File: config.mk
export PLATFORM = sky130hd
export DESIGN_NAME = dbg_monitor
export DESIGN_NICKNAME = d
export VERILOG_FILES = /design/src/rtl/dbg_monitor.sv
export SDC_FILE = /design/constraint.sdc
export NUM_CORES = 1
export LEC_CHECK = 0
export CAP_MARGIN = 15
export CORE_AREA = 2 2 209 211
export CTS_CLUSTER_DIAMETER = 60
export DETAILED_ROUTE_END_ITERATION = 8
export DIE_AREA = 0 0 211 213
export PLACE_DENSITY_LB_ADDON = 0.15
export SLEW_MARGIN = 20
export SYNTH_ARGS = -nofsm -noshare
export SYNTH_HDL_FRONTEND = slang
export SYNTH_SLANG_ARGS = --single-unit
File: constraint.sdc
create_clock -name clk -period 2.1 [get_ports clk]
set_clock_uncertainty 0.05 [all_clocks]
set_input_delay 0.42 -clock clk [delete_from_list [all_inputs] [get_ports clk]]
set_output_delay 0.42 -clock clk [all_outputs]
set_load 0.03 [all_outputs]
File: src/rtl/dbg_monitor.sv
// dbg_monitor: probe snapshot, multiplexed hex display scan, and core
// clock-enable generation (free-run or debounced single-step).
module dbg_monitor #(
  parameter int NUM_CH   = 16,
  parameter int CH_W     = 32,
  parameter int DIGITS   = 4,
  parameter int SCAN_DIV = 16,
  parameter int DEB_CYC  = 100000
) (
  input  logic                      clk,
  input  logic                      rst,
  input  logic [NUM_CH*CH_W-1:0]    probe_bus,
  input  logic [$clog2(NUM_CH)-1:0] sel,
  input  logic                      freeze,
  input  logic                      run_mode,
  input  logic                      step_btn,
  output logic                      cpu_ce,
  output logic [7:0]                leds,
  output logic [DIGITS-1:0]         anodes,
  output logic [6:0]                seg
);

  localparam int DIG_W = (DIGITS > 1) ? $clog2(DIGITS) : 1;
  localparam int CNT_W = (DEB_CYC > 1) ? $clog2(DEB_CYC) : 1;
  localparam logic [CNT_W-1:0] CNT_LAST = CNT_W'(DEB_CYC - 1);

  typedef enum logic [1:0] {
    ST_IDLE       = 2'd0,
    ST_PRESS_WAIT = 2'd1,
    ST_PRESSED    = 2'd2,
    ST_REL_WAIT   = 2'd3
  } deb_state_t;

  // Active-low seven-segment pattern {g,f,e,d,c,b,a} for one hex nibble.
  function automatic logic [6:0] hex7(input logic [3:0] nib);
    logic [6:0] pat;
    case (nib)
      4'h0:    pat = 7'h40;
      4'h1:    pat = 7'h79;
      4'h2:    pat = 7'h24;
      4'h3:    pat = 7'h30;
      4'h4:    pat = 7'h19;
      4'h5:    pat = 7'h12;
      4'h6:    pat = 7'h02;
      4'h7:    pat = 7'h78;
      4'h8:    pat = 7'h00;
      4'h9:    pat = 7'h10;
      4'hA:    pat = 7'h08;
      4'hB:    pat = 7'h03;
      4'hC:    pat = 7'h46;
      4'hD:    pat = 7'h21;
      4'hE:    pat = 7'h06;
      4'hF:    pat = 7'h0E;
      default: pat = 7'h7F;
    endcase
    return pat;
  endfunction

  logic [CH_W-1:0]     snap_q, snap_d, chan_s;
  logic [SCAN_DIV-1:0] scan_q, scan_d;
  logic [DIG_W-1:0]    dig_s;
  logic [DIGITS-1:0]   anodes_q, anodes_d;
  logic [6:0]          seg_q, seg_d;
  logic [1:0]          sync_q, sync_d;
  logic                btn_s;
  deb_state_t          state_q, state_d;
  logic [CNT_W-1:0]    cnt_q, cnt_d;
  logic                step_evt_s;
  logic                cpu_ce_q, cpu_ce_d;
  logic [15:0]         step_cnt_q, step_cnt_d;

  // Select the probe channel; out-of-range selects read as zero; freeze holds.
  always_comb begin
    chan_s = '0;
    if (int'(sel) < NUM_CH) begin
      chan_s = probe_bus[int'(sel)*CH_W +: CH_W];
    end else begin
      chan_s = '0;
    end
    if (freeze) begin
      snap_d = snap_q;
    end else begin
      snap_d = chan_s;
    end
  end

  // Free-running scan counter; its top bits pick the digit driven next cycle.
  always_comb begin
    scan_d   = scan_q + SCAN_DIV'(1);
    dig_s    = scan_q[SCAN_DIV-1 -: DIG_W];
    anodes_d = '1;
    seg_d    = 7'h7F;
    if (int'(dig_s) < DIGITS) begin
      anodes_d[dig_s] = 1'b0;
      seg_d           = hex7(snap_q[int'(dig_s)*4 +: 4]);
    end else begin
      anodes_d = '1;
      seg_d    = 7'h7F;
    end
  end

  // Two-flop synchroniser for the raw push button.
  always_comb begin
    sync_d = {sync_q[0], step_btn};
    btn_s  = sync_q[1];
  end

  // Debounce FSM: a level must hold DEB_CYC cycles; one event per accepted press.
  always_comb begin
    state_d    = state_q;
    cnt_d      = cnt_q;
    step_evt_s = 1'b0;
    case (state_q)
      ST_IDLE: begin
        if (btn_s) begin
          state_d = ST_PRESS_WAIT;
          cnt_d   = '0;
        end else begin
          state_d = ST_IDLE;
        end
      end
      ST_PRESS_WAIT: begin
        if (!btn_s) begin
          state_d = ST_IDLE;
        end else if (cnt_q == CNT_LAST) begin
          state_d    = ST_PRESSED;
          step_evt_s = 1'b1;
        end else begin
          cnt_d = cnt_q + CNT_W'(1);
        end
      end
      ST_PRESSED: begin
        if (!btn_s) begin
          state_d = ST_REL_WAIT;
          cnt_d   = '0;
        end else begin
          state_d = ST_PRESSED;
        end
      end
      ST_REL_WAIT: begin
        if (btn_s) begin
          state_d = ST_PRESSED;
        end else if (cnt_q == CNT_LAST) begin
          state_d = ST_IDLE;
        end else begin
          cnt_d = cnt_q + CNT_W'(1);
        end
      end
      default: begin
        state_d = ST_IDLE;
        cnt_d   = '0;
      end
    endcase
  end

  // Clock-enable selection and the count of enabled core cycles.
  always_comb begin
    if (run_mode) begin
      cpu_ce_d = 1'b1;
    end else begin
      cpu_ce_d = step_evt_s;
    end
    if (cpu_ce_q) begin
      step_cnt_d = step_cnt_q + 16'd1;
    end else begin
      step_cnt_d = step_cnt_q;
    end
  end

  // State registers with asynchronous active-low reset.
  always_ff @(posedge clk or negedge rst) begin
    if (!rst) begin
      snap_q     <= '0;
      scan_q     <= '0;
      anodes_q   <= '1;
      seg_q      <= 7'h7F;
      sync_q     <= 2'b00;
      state_q    <= ST_IDLE;
      cnt_q      <= '0;
      cpu_ce_q   <= 1'b0;
      step_cnt_q <= 16'd0;
    end else begin
      snap_q     <= snap_d;
      scan_q     <= scan_d;
      anodes_q   <= anodes_d;
      seg_q      <= seg_d;
      sync_q     <= sync_d;
      state_q    <= state_d;
      cnt_q      <= cnt_d;
      cpu_ce_q   <= cpu_ce_d;
      step_cnt_q <= step_cnt_d;
    end
  end

  assign cpu_ce = cpu_ce_q;
  assign leds   = step_cnt_q[7:0];
  assign anodes = anodes_q;
  assign seg    = seg_q;

endmodule
==> results by group <==
Run status
  • Run status: finished clean

Yosys
  • Post-Syn Area: between 5000 and 6000 um2
  • Ys Warns: 0
  • Gate Count Post-Synth: 420
  • Sequential element share of the synthesized area: 35.3%
  • Number of library cell types mapped by synthesis: 52
  • Syn nets: 950
  • Post-synth EDFFs: 0
  • Dominant synthesized flop cell: dfrtp_1
  • #FFs+latches synth: between 70 and 80
  • Avg Cell Area, Syn: approximately 12 um2
  • Fraction of registers with async set/reset: 100%

Critical path
  • Crit path buf inv count: 1
  • WS Path Type: flop to primary output
  • CP max-delay cell: clkdlybuf4s50_1
  • CP cell instances: clkdlybuf4s50_1
  • Delay-heaviest family, CP: buffers and inverters
  • CP peak stage delay: approximately 0.75 ns
  • Worst-path fanout max: 1
  • CP Data Arrival Time: approximately 1.6 ns
  • Setup crit end kind: primary output
  • CP startpoint kind: flop
  • Required time of the worst setup path: between 1.5 and 2 ns

Placement
  • Placer congestion estimate: 0.758
  • Hpwl dp: between 20 and 25 mm
  • IO buf count: around 280
  • Setup WS pre-CTS: around 0.056 ns

Global route
  • Met2 GRT Util: 19.1%
  • Initial antenna violation count: 23
  • GRT Overall Usage: around 12%
  • Most Used Layer, Global Route: met2
  • Global Route met3 Usage: ~6.5%
  • Vias in the first global route: about 5300
  • Largest net degree at the start of global routing: 37
  • Gr ovfl total: 0
  • First-pass GRT wire length: 39.3 mm
  • Met1 Use GR: approximately 16%

STA
  • Post-Route Setup TNS: 0 ns
  • RSZ-0062 raised after global routing: no
  • Worst slew pin tran: approximately 0.6 ns
  • Slew Viols, Final: 0
  • Final setup margin: 0.0175 ns
  • Hold_ws: ~0.013 ns
  • Fmax: 480 MHz
  • Final setup fails: 0
  • Tmin final: approximately 2.1 ns
  • Period utilization: about 99%
  • Fin. Hold Viols: 0
  • Slew HR: between 50 and 60%

Flow run
  • Max-cap viol count: 0

Floorplanning
  • DIE AREA: 44900 um2
  • Chip Height: 213 um
  • Core ar.: ~43000 um2
  • Die Wd: ~210 um
  • Rows: 76
  • Boundary pin count: 541
  • Initial Util: approximately an eighth

Finish
  • Layout overhead on the synthesized area: 78.9%
  • Post-layout util: a little over a fifth
  • Fin nets: ~1300
  • Most frequent cells in the layout: clkdlybuf4s50_1 (280), mux4_2 (68), dfrtp_1 (62), buf_4 (31), inv_1 (27)
  • Fill cells: between 4000 and 5000
  • Layout cells sized above 1: 20.3%
  • Most common cell after layout, fill and taps aside: clkdlybuf4s50_1

Hold path
  • Worst min path class: input port to async pin

Clock network
  • Max clock buf depth: 2
  • TritonCTS clock tree: done
  • Reg clk slew, reported paths: around 0.06 ns
  • H-tree depth: 3
  • Clock Tree Root: clkbuf_16
  • CTS Buf Count: 9
  • Setup repair bufs after CTS: 0
  • Worst-Skew Late Latency: 0.35 ns
  • Clk sinks: 73

Drt
  • 1st-pass router iterations: 4
  • Drt total wl: 28.3 mm
  • DRC Markers: 0
  • Vias: 5013
  • Routed vias/inst: ~4
  • Drt initial violations: roughly 210
  • Drt wl/cell: between 20 and 25 um
  • DRT antenna net count: 0

Power and ir drop
  • Worst IR Drop VDD: between 0.3 and 0.4 mV
  • Leakage power: ~3.6 nW
  • Design Power: about 5.3 mW
  • Pwr Density: 565 nW/um2
power by group:
part | switching [mW] | leakage [nW] | internal (mW)
Combinational | 0.752 | 2.50 | 1.07
Sequential | 0.166 | 0.894 | 1.61
Clock | 0.613 | 0.160 | 1.07
Total | 1.53 | 3.56 | 3.75
area by class of cell:
| class | count | area [um2] | share of cell area (%) |
|---|---|---|---|
| Antenna cell | 13 | 32.5 | 0.348 |
| Tap cell | 546 | 683 | 7.32 |
| Clock inverter | 5 | 78.8 | 0.844 |
| Timing Repair Buffer | 322 | 3230 | 34.6 |
| Inverter | 27 | 101 | 1.09 |
| Clock buffer | 11 | 243 | 2.60 |
| Sequential cell | 73 | 1840 | 19.7 |
| Multi-Input combinational cell | 290 | 3120 | 33.5 |
synth_stat cells, types with 4 or more instances:
cell      instances  area (um2)
mux4_2           68        1530
dfrtp_1          62        1550
inv_1            27         101
nand2_1          22        82.6
mux2i_1          20         200
xnor2_1          20         175
o22ai_1          17         106
a221oi_1         16         140
nand3_1          15        75.1
clkbuf_1         12        45.0
dfstp_2          11         289
nor2_1           11        41.3
ha_1              9         113
buf_2             8        40.0
or3_1             8        50.1
nand4_1           7        43.8
o21ai_0           7        35.0
a21oi_1           6        30.0
xor2_1            6        52.6
mux2_2            5        56.3
nor3_1            5        25.0
nor4_1            5        31.3
a21o_1            4        30.0
stage by stage:
step	cells	cell area [um2]
after floorplan	420	5220
after global placement	1258	8980
after detailed placement	1258	8980
after CTS	1274	9300
after global routing	1275	9310
final	1287	9340
path summary, 6_finish.rpt:
check | startpoint | to | slack (ns) | cells after the start
worst max register to register | cnt_q[1]$_DFFE_PN0P_ | cnt_q[0]$_DFFE_PN0P_ | 0.11 | 5
worst max-delay path | seg[4]$_DFF_PN1_ | seg[4] | 0.02 | 1
worst min-delay path | rst | cnt_q[11]$_DFFE_PN0P_ | 0.01 | 1
min in group clk | sync_q[0]$_DFF_PN0_ | sync_q[1]$_DFF_PN0_ | 0.32 | 0
max in group asynchronous | rst | seg[0]$_DFF_PN1_ | 1.39 | 2
worst min register to register | sync_q[0]$_DFF_PN0_ | sync_q[1]$_DFF_PN0_ | 0.32 | 0
state kept, by name, indices dropped and copies added, names as in the netlist, named ones only:
| signal | cells |
|---|---|
| cpu_ce | 1 |
| seg | 7 |
| step_cnt_q | 8 |
| scan_q | 16 |
| sync_q | 2 |
| anodes | 4 |
| cnt_q | 17 |
| snap_q | 16 |
| state_q | 1 |
cells by family after synthesis:
family / synth area share [%]
buffers and inverters: 4.87
DFF: 35.3
xor gates and xnor gates: 4.36
and+or+nand+nor: 9.74
adders and majority gates: 2.16
AOI/OAI and AO/OA: 9.33
muxes: 34.3
routing by layer:
layer | part of all wire, % | wire [um]
met1 | 42 | 11700
met4 | 1.1 | 312
met2 | 43 | 12300
met3 | 14 | 3820
met5 | 0.43 | 121
timing repair:
action,CTS,global route
hold buffers,0,0
resized for setup,0,1
hold endpoints to repair,0,0
setup endpoints to repair,0,1
Power figures use the tool's default switching activity.
